==> src/rtl/opcode_cycle_sequencer_if.sv <==
// ---------------------------------------------------------------------------
// opcode_cycle_sequencer_if
//
// Purpose:
//   Bundles the handshake, bus and decode signals of the opcode/cycle
//   sequencer into one interface. Clock and reset stay outside as plain ports.
//
// Parameters:
//   MAX_MCYCLES   number of M-cycle slots (width of o_Cycle_Count)
//
// Signal summary:
//   i_Wait            memory wait, 1 = hold all sequencer state
//   i_Fetch           OR of group decoders' fetch, sampled at T4
//   i_Data_Bus[7:0]   opcode byte from the data bus
//   i_Flags[3:0]      {Z,N,H,C}
//   o_Cycle_Step[3:0] one-hot T-state (bit0 = T1)
//   o_Cycle_Count     one-hot M-cycle index (bit0 = M1)
//   o_X/o_Y/o_Z/o_P/o_Q   one-hot opcode field decodes
//   o_Conditions[3:0] {C, ~C, Z, ~Z}
//   o_Opcode[7:0]     raw instruction register
//   o_Sequence_Error  sticky overrun flag
//   o_CB_Prefix       current instruction is CB-prefixed
//
// Modports:
//   master  drives the inputs and observes the outputs (bench / upstream)
//   slave   the sequencer itself
// ---------------------------------------------------------------------------
interface opcode_cycle_sequencer_if #(
    parameter int MAX_MCYCLES = 8
);
    logic                   i_Wait;
    logic                   i_Fetch;
    logic [7:0]             i_Data_Bus;
    logic [3:0]             i_Flags;
    logic [3:0]             o_Cycle_Step;
    logic [MAX_MCYCLES-1:0] o_Cycle_Count;
    logic [3:0]             o_X;
    logic [7:0]             o_Y;
    logic [7:0]             o_Z;
    logic [3:0]             o_P;
    logic [1:0]             o_Q;
    logic [3:0]             o_Conditions;
    logic [7:0]             o_Opcode;
    logic                   o_Sequence_Error;
    logic                   o_CB_Prefix;

    modport master (
        output i_Wait,
        output i_Fetch,
        output i_Data_Bus,
        output i_Flags,
        input  o_Cycle_Step,
        input  o_Cycle_Count,
        input  o_X,
        input  o_Y,
        input  o_Z,
        input  o_P,
        input  o_Q,
        input  o_Conditions,
        input  o_Opcode,
        input  o_Sequence_Error,
        input  o_CB_Prefix
    );

    modport slave (
        input  i_Wait,
        input  i_Fetch,
        input  i_Data_Bus,
        input  i_Flags,
        output o_Cycle_Step,
        output o_Cycle_Count,
        output o_X,
        output o_Y,
        output o_Z,
        output o_P,
        output o_Q,
        output o_Conditions,
        output o_Opcode,
        output o_Sequence_Error,
        output o_CB_Prefix
    );
endinterface

==> src/rtl/opcode_cycle_sequencer.sv <==
// ---------------------------------------------------------------------------
// opcode_cycle_sequencer
//
// Purpose:
//   Upstream stage of the X0..X3 group decoders. Holds the instruction
//   register, decodes it into one-hot X/Y/Z/P/Q fields, and generates the
//   one-hot T-state (Cycle_Step) and M-cycle (Cycle_Count) timing. The OR of
//   the group decoders' fetch outputs (i_Fetch) tells it when the current
//   M-cycle is the last one, so the next opcode is loaded at that T4 edge.
//   It also derives the four branch-condition bits from the flag register.
//
// Parameters:
//   MAX_MCYCLES   number of M-cycle slots, width of o_Cycle_Count (default 8)
//
// Ports:
//   i_Clk     in   system clock, rising-edge
//   i_Reset   in   asynchronous active-high reset
//   bus       slave modport of opcode_cycle_sequencer_if, carrying
//             i_Wait, i_Fetch, i_Data_Bus, i_Flags and all o_* outputs
//
// Configuration macro:
//   CB_PREFIX_EN  when defined, a fetched 8'hCB executes as a one-M-cycle
//                 NOP-decoded prefix byte and flags the following
//                 instruction through o_CB_Prefix. When undefined,
//                 o_CB_Prefix is tied low and 8'hCB is an ordinary X3 opcode.
// ---------------------------------------------------------------------------
module opcode_cycle_sequencer #(
    parameter int MAX_MCYCLES = 8
) (
    input  logic                        i_Clk,
    input  logic                        i_Reset,
    opcode_cycle_sequencer_if.slave     bus
);

    localparam logic [3:0]             STEP_T1  = 4'b0001;
    localparam logic [MAX_MCYCLES-1:0] COUNT_M1 = MAX_MCYCLES'(1);
    localparam logic [7:0]             CB_BYTE  = 8'hCB;

    // Sequencer state
    logic [3:0]             r_Step;
    logic [MAX_MCYCLES-1:0] r_Count;
    logic [7:0]             r_IR;
    logic                   r_SeqError;

    // Registered one-hot decodes, loaded together with the IR
    logic [3:0]             r_X;
    logic [7:0]             r_Y;
    logic [7:0]             r_Z;
    logic [3:0]             r_P;
    logic [1:0]             r_Q;

    // Control qualifiers
    logic                   w_Advance;
    logic                   w_AtT4;
    logic                   w_FetchNow;
    logic                   w_NextMCycle;
    logic                   w_CountAtMax;

    // Prefix handling results
    logic                   w_PrefixStart;
    logic [7:0]             w_DecodeByte;

    // Wait has priority over everything, so every state update is gated by
    // w_Advance. Fetch is only meaningful on the T4 edge; at T1..T3 it is
    // ignored entirely.
    assign w_Advance    = ~bus.i_Wait;
    assign w_AtT4       = r_Step[3];
    assign w_FetchNow   = w_Advance & w_AtT4 & bus.i_Fetch;
    assign w_NextMCycle = w_Advance & w_AtT4 & ~bus.i_Fetch;
    assign w_CountAtMax = r_Count[MAX_MCYCLES-1];

`ifdef CB_PREFIX_EN
    // r_CB_Pending marks that the CB prefix byte itself is the instruction
    // currently executing. While it is set, the next fetched byte is the
    // CB-table opcode, even if that byte is another 8'hCB.
    logic r_CB_Pending;
    logic r_CB_Prefix;

    assign w_PrefixStart = ~r_CB_Pending & (bus.i_Data_Bus == CB_BYTE);

    // On every fetch the prefix flags are recomputed: entering the prefix
    // byte arms both, loading the CB-table opcode keeps the prefix flag but
    // drops pending, and any other fetch clears both.
    always_ff @(posedge i_Clk or posedge i_Reset) begin
        if (i_Reset) begin
            r_CB_Pending <= 1'b0;
            r_CB_Prefix  <= 1'b0;
        end else if (w_FetchNow) begin
            r_CB_Pending <= w_PrefixStart;
            r_CB_Prefix  <= w_PrefixStart | r_CB_Pending;
        end
    end

    assign bus.o_CB_Prefix = r_CB_Prefix;
`else
    assign w_PrefixStart   = 1'b0;
    assign bus.o_CB_Prefix = 1'b0;
`endif

    // The prefix byte must look like a NOP to the group decoders so that
    // they fetch again at the end of M1; the raw IR still shows 8'hCB.
    assign w_DecodeByte = w_PrefixStart ? 8'h00 : bus.i_Data_Bus;

    // T-state ring: a one-hot rotate that can never become zero or
    // multi-hot because it only ever moves the single set bit.
    always_ff @(posedge i_Clk or posedge i_Reset) begin
        if (i_Reset) begin
            r_Step <= STEP_T1;
        end else if (w_Advance) begin
            r_Step <= {r_Step[2:0], r_Step[3]};
        end
    end

    // M-cycle counter: restarts at M1 on a fetch, otherwise walks one slot
    // per T4. At the last slot it saturates rather than wrapping, so an
    // instruction that never fetches stays visibly stuck at MAX.
    always_ff @(posedge i_Clk or posedge i_Reset) begin
        if (i_Reset) begin
            r_Count <= COUNT_M1;
        end else if (w_FetchNow) begin
            r_Count <= COUNT_M1;
        end else if (w_NextMCycle && !w_CountAtMax) begin
            r_Count <= {r_Count[MAX_MCYCLES-2:0], 1'b0};
        end
    end

    // Overrun detection: running past the final slot without a fetch means
    // the group decoders lost track of the instruction. Only reset clears it.
    always_ff @(posedge i_Clk or posedge i_Reset) begin
        if (i_Reset) begin
            r_SeqError <= 1'b0;
        end else if (w_NextMCycle && w_CountAtMax) begin
            r_SeqError <= 1'b1;
        end
    end

    // Instruction register and its decodes are loaded on the same edge so
    // the decodes carry no extra latency: they are valid from T1 of M1.
    // Reset leaves a NOP in the IR, so the first real fetch happens at the
    // end of the first M-cycle.
    always_ff @(posedge i_Clk or posedge i_Reset) begin
        if (i_Reset) begin
            r_IR <= 8'h00;
            r_X  <= 4'b0001;
            r_Y  <= 8'h01;
            r_Z  <= 8'h01;
            r_P  <= 4'b0001;
            r_Q  <= 2'b01;
        end else if (w_FetchNow) begin
            r_IR <= bus.i_Data_Bus;
            r_X  <= 4'b0001 << w_DecodeByte[7:6];
            r_Y  <= 8'h01   << w_DecodeByte[5:3];
            r_Z  <= 8'h01   << w_DecodeByte[2:0];
            r_P  <= 4'b0001 << w_DecodeByte[5:4];
            r_Q  <= 2'b01   << w_DecodeByte[3];
        end
    end

    // Branch conditions come straight from the flags with no register:
    // bit0 NZ, bit1 Z, bit2 NC, bit3 C, where Z = F[7] and C = F[4].
    assign bus.o_Conditions = {bus.i_Flags[0], ~bus.i_Flags[0],
                               bus.i_Flags[3], ~bus.i_Flags[3]};

    assign bus.o_Cycle_Step     = r_Step;
    assign bus.o_Cycle_Count    = r_Count;
    assign bus.o_Opcode         = r_IR;
    assign bus.o_Sequence_Error = r_SeqError;
    assign bus.o_X              = r_X;
    assign bus.o_Y              = r_Y;
    assign bus.o_Z              = r_Z;
    assign bus.o_P              = r_P;
    assign bus.o_Q              = r_Q;

endmodule

==> src/flat_wrapper.sv <==
// flat-port wrapper written by rule: the top's interface ports become plain ports
module opcode_cycle_sequencer_flat 
#(
    parameter int MAX_MCYCLES = 8
)
  (i_Clk, i_Reset, bus_i_Wait, bus_i_Fetch, bus_i_Data_Bus, bus_i_Flags, bus_o_Cycle_Step, bus_o_Cycle_Count, bus_o_X, bus_o_Y, bus_o_Z, bus_o_P, bus_o_Q, bus_o_Conditions, bus_o_Opcode, bus_o_Sequence_Error, bus_o_CB_Prefix);
  opcode_cycle_sequencer_if #(.MAX_MCYCLES(MAX_MCYCLES)) bus_i ();
  input  logic i_Clk;
  input  logic i_Reset;
  input wire logic [$bits(bus_i.i_Wait)-1:0] bus_i_Wait;
  input wire logic [$bits(bus_i.i_Fetch)-1:0] bus_i_Fetch;
  input wire logic [$bits(bus_i.i_Data_Bus)-1:0] bus_i_Data_Bus;
  input wire logic [$bits(bus_i.i_Flags)-1:0] bus_i_Flags;
  output wire logic [$bits(bus_i.o_Cycle_Step)-1:0] bus_o_Cycle_Step;
  output wire logic [$bits(bus_i.o_Cycle_Count)-1:0] bus_o_Cycle_Count;
  output wire logic [$bits(bus_i.o_X)-1:0] bus_o_X;
  output wire logic [$bits(bus_i.o_Y)-1:0] bus_o_Y;
  output wire logic [$bits(bus_i.o_Z)-1:0] bus_o_Z;
  output wire logic [$bits(bus_i.o_P)-1:0] bus_o_P;
  output wire logic [$bits(bus_i.o_Q)-1:0] bus_o_Q;
  output wire logic [$bits(bus_i.o_Conditions)-1:0] bus_o_Conditions;
  output wire logic [$bits(bus_i.o_Opcode)-1:0] bus_o_Opcode;
  output wire logic [$bits(bus_i.o_Sequence_Error)-1:0] bus_o_Sequence_Error;
  output wire logic [$bits(bus_i.o_CB_Prefix)-1:0] bus_o_CB_Prefix;
  assign bus_i.i_Wait = bus_i_Wait;
  assign bus_i.i_Fetch = bus_i_Fetch;
  assign bus_i.i_Data_Bus = bus_i_Data_Bus;
  assign bus_i.i_Flags = bus_i_Flags;
  assign bus_o_Cycle_Step = bus_i.o_Cycle_Step;
  assign bus_o_Cycle_Count = bus_i.o_Cycle_Count;
  assign bus_o_X = bus_i.o_X;
  assign bus_o_Y = bus_i.o_Y;
  assign bus_o_Z = bus_i.o_Z;
  assign bus_o_P = bus_i.o_P;
  assign bus_o_Q = bus_i.o_Q;
  assign bus_o_Conditions = bus_i.o_Conditions;
  assign bus_o_Opcode = bus_i.o_Opcode;
  assign bus_o_Sequence_Error = bus_i.o_Sequence_Error;
  assign bus_o_CB_Prefix = bus_i.o_CB_Prefix;
  opcode_cycle_sequencer #(.MAX_MCYCLES(MAX_MCYCLES)) u_core (.i_Clk(i_Clk), .i_Reset(i_Reset), .bus(bus_i));
endmodule
==> config.mk <==
export PLATFORM = sky130hd
export DESIGN_NAME = opcode_cycle_sequencer_flat
export DESIGN_NICKNAME = d
export VERILOG_FILES = /design/src/rtl/opcode_cycle_sequencer_if.sv /design/src/rtl/opcode_cycle_sequencer.sv /design/src/flat_wrapper.sv
export SDC_FILE = /design/constraint.sdc
export NUM_CORES = 1
export LEC_CHECK = 0
export ABC_CLOCK_PERIOD_IN_PS = 1900
export BUFFER_PORTS_ARGS = -buffer_cell sky130_fd_sc_hd__buf_2
export CORE_MARGIN = 5
export CORE_UTILIZATION = 25
export CTS_BUF_LIST = sky130_fd_sc_hd__clkbuf_2 sky130_fd_sc_hd__clkbuf_4 sky130_fd_sc_hd__clkbuf_8
export CTS_CLUSTER_SIZE = 24
export DETAILED_ROUTE_END_ITERATION = 10
export GPL_ROUTABILITY_DRIVEN = 0
export HOLD_SLACK_MARGIN = 0.05
export PLACE_DENSITY_LB_ADDON = 0.15
export SETUP_SLACK_MARGIN = 0.2
export SLEW_MARGIN = 20
export SYNTH_ARGS = -nofsm -noshare
export SYNTH_HDL_FRONTEND = slang
export SYNTH_SLANG_ARGS = --single-unit
==> constraint.sdc <==
create_clock -name i_Clk -period 1.9 [get_ports i_Clk]
set_input_delay 0.38 -clock i_Clk [delete_from_list [all_inputs] [get_ports i_Clk]]
set_output_delay 0.38 -clock i_Clk [all_outputs]
set_load 0.05 [all_outputs]
==> impl_metrics.csv <==
group,metric,value,unit
clock_network,insertion_delay,0.29,ns
timing,tns,0,ns
worst_setup_path,crit_chain,"buf_2",
logic_synthesis,synth.avg_cell_area,11.6,um2
global_route,grt_max_degree,26,
drt,vias,1361,
logic_synthesis,synthCells,160,
die,die_h,96.2,um
die,die_area,9260,um2
worst_setup_path,critPathKind,"flip-flop to output pin",
global_route,grt.total_usage,9.73,%
clock_network,cts_tree,"yes",
die,ios,68,
layout,drive_gt1_share,40.9,%
global_route,grt_pass1_wl,6980,um
logic_synthesis,ys_ff_latch,46,
clock_network,path_clk_slew,0.08,ns
die,die_x,96.2,um
drt,drt-initial-drc-count,44,
layout,area_growth,29.8,%
place,hpwl,3110,um
worst_setup_path,reg2reg_slack,0.60,ns
timing,rsz0062_at_grt,"false",
clock_network,cts_resized,0,
logic_synthesis,syn-cell-area,1860,um2
timing,timing.fmax,676,MHz
flow_run,maxCapViolations,0,
timing,layout_min_cycle_time,1.48,ns
drt,ant_nets,0,
die,core_area,7250,um2
timing,hold_ws,0.108,ns
clock_network,cts.sinks,46,
worst_setup_path,start_kind,"flip-flop",
layout,n_antenna_cell,0,
worst_setup_path,crit_path_max_fanout,3,
pwr,ir_worst_vdd,0.000332,V
worst_setup_path,slowest_stage,"dfstp_2",
clock_network,cts_buffer_depth,2,
drt,via_per_inst,4.20,
logic_synthesis,ys_seq_area_share,62.4,%
worst_hold_path,hp-class,"input port to asynchronous set/reset pin",
clock_network,post_cts_buffers,0,
logic_synthesis,netlist.area_leader.share,52.5,%
layout,n_fill_cell,785,
global_route,antenna_found_initial,0,
logic_synthesis,synth_top_cell_by_area,"dfrtp_1",
timing,relSlewSlack,66.4,%
die,start_util,25.6,%
clock_network,htreeDepth,2,
logic_synthesis,syn_nets,176,
pwr,p_leak,1.31,nW
logic_synthesis,synth.area.top_cells,"dfrtp_1 (53%), dfstp_2 (9.9%), nand2_1 (7.3%)",
status,status,"finished, final reports clean",
worst_setup_path,crit_required,1.52,ns
timing,tightest_slew,0.504,ns
worst_setup_path,critPathBufInv,1,
timing,slew_viol_final,0,
clock_network,cts_root_buffer,"clkbuf_8",
layout,final_area,2410,um2
timing,timing.final.crit_share,77.9,%
worst_setup_path,end_kind,"output pin",
worst_setup_path,max_stage_delay,0.55,ns
pwr,powerDensity,764,nW/um2
place,io_buffers,64,
die,row_count,31,
layout,nets,240,
timing,skew,0.00546,ns
timing,hold_viol,0,
drt,routed_wl,4290,um
timing,finalSetupViolations,0,
logic_synthesis,synth_cell_types,22,
worst_setup_path,arrival,1.10,ns
drt,drt_first_pass_iters,4,
drt,drc_errors,0,
global_route,grt_overflow_total,0,
worst_setup_path,critPathTopFamily,"flip-flops",
global_route,grt_pass1_vias,1387,
clock_network,cts_buffers,5,
logic_synthesis,synth_warnings,0,
drt,detail_route.wl_per_cell,13.2,um
clock_network,cts_hold_buf,0,
layout,post-route-util,33.3,%
place,place_area,2290,um2
## layer usage
layer / track usage, % / wire [um] / vias up
li1: - / - / 665
met2: 14.0 / 1850 / 45
met5: 0 / 0 / -
met3: 3.13 / 296 / 2
met4: 3.20 / 29 / 0
met1: 13.7 / 2110 / 649
## cells by family (layout without fill, tap and decap cells)
kind of cell           count (synthesis)  count (layout)  synth area share (%)
AND/OR/NAND/NOR                       48              48                  11.9
flip-flops                            46              46                  62.4
AO/OA/AOI/OAI                         37              37                  14.5
buffers and inverters                 18              83                  4.92
multiplexers                          10              10                  6.06
other                                  1               1                 0.202
## placed cells by master (no fill, tap or decap), types with 2 or more instances in the layout
cell type   n
buf_4       2
clkbuf_8    6
mux2_2      3
inv_1       6
dfrtp_1    39
mux2_1      7
nor2_1      3
a22o_1      6
buf_2      64
o41ai_2     3
dfstp_2     7
a21oi_1     2
nand2b_1    5
o31ai_1    11
buf_12      2
o21ai_0    14
nand2_1    36
## final timing paths
path | to | cells past startpoint | from
max | bus_o_Cycle_Count[0] | 1 | u_core.bus.o_Cycle_Count[0]$_DFFE_PP1P_
min | u_core.bus.o_Cycle_Step[1]$_DFFE_PP0N_ | 2 | i_Reset
max reg2reg | u_core.bus.o_Opcode[1]$_DFFE_PP0P_ | 3 | u_core.bus.o_Cycle_Step[3]$_DFFE_PP0N_
min reg2reg | u_core.bus.o_Cycle_Step[0]$_DFFE_PP1N_ | 2 | u_core.bus.o_Cycle_Step[0]$_DFFE_PP1N_
max in group asynchronous | u_core.bus.o_X[0]$_DFFE_PP1P_ | 3 | i_Reset
min in group i_Clk | u_core.bus.o_X[0]$_DFFE_PP1P_ | 2 | bus_i_Data_Bus[7]
## synthesized netlist by cell type
master    count
o31ai_1      11
o21ai_1       1
conb_1        1
nor3_2        1
a22o_1        6
mux2_2        3
mux2_1        7
inv_1         7
nand3b_4      1
clkbuf_1      2
nand3b_1      1
dfstp_2       7
buf_2         4
buf_4         5
dfrtp_1      39
a21oi_1       2
nand2_1      36
nor2b_1       1
o21ai_0      14
nor2_1        3
nand2b_1      5
o41ai_2       3
## power breakdown
part / switching [mW] / total (mW) / internal (mW)
Combinational: 0.0739 / 0.0985 / 0.0246
Sequential: 0 / 0.979 / 0.979
Clock: 0.323 / 0.767 / 0.444
Total: 0.397 / 1.84 / 1.45
## flip-flops by register name, indices dropped and copies added, names as in the netlist
register	count
u_core.bus.o_Cycle_Step	4
u_core.bus.o_P	4
u_core.bus.o_Y	8
u_core.bus.o_Sequence_Error	1
u_core.bus.o_Opcode	8
u_core.bus.o_Q	1
u_core.bus.o_Z	8
u_core.bus.o_Cycle_Count	8
u_core.bus.o_X	4
## metrics by stage
step / setup WS [ns] / total power [mW] / cells
2_1_floorplan: 0.444 / 1.05 / 160
3_3_place_gp: 0.404 / 1.10 / 316
3_5_place_dp: 0.407 / 1.10 / 316
4_1_cts: 0.393 / 1.88 / 324
5_1_grt: 0.371 / 1.92 / 324
6_report: 0.421 / 1.84 / 324
## layout make-up
cell class	count	area, um2	area share (%)
inverter	7	26.3	1.09
clock inverter	1	30.0	1.24
timing repair buffer	68	375	15.6
sequential	46	1160	48.1
tap	99	124	5.13
multi-input combinational	96	607	25.2
clock buffer	7	90.1	3.73
Note: power is estimated with default switching activity, not from simulation.
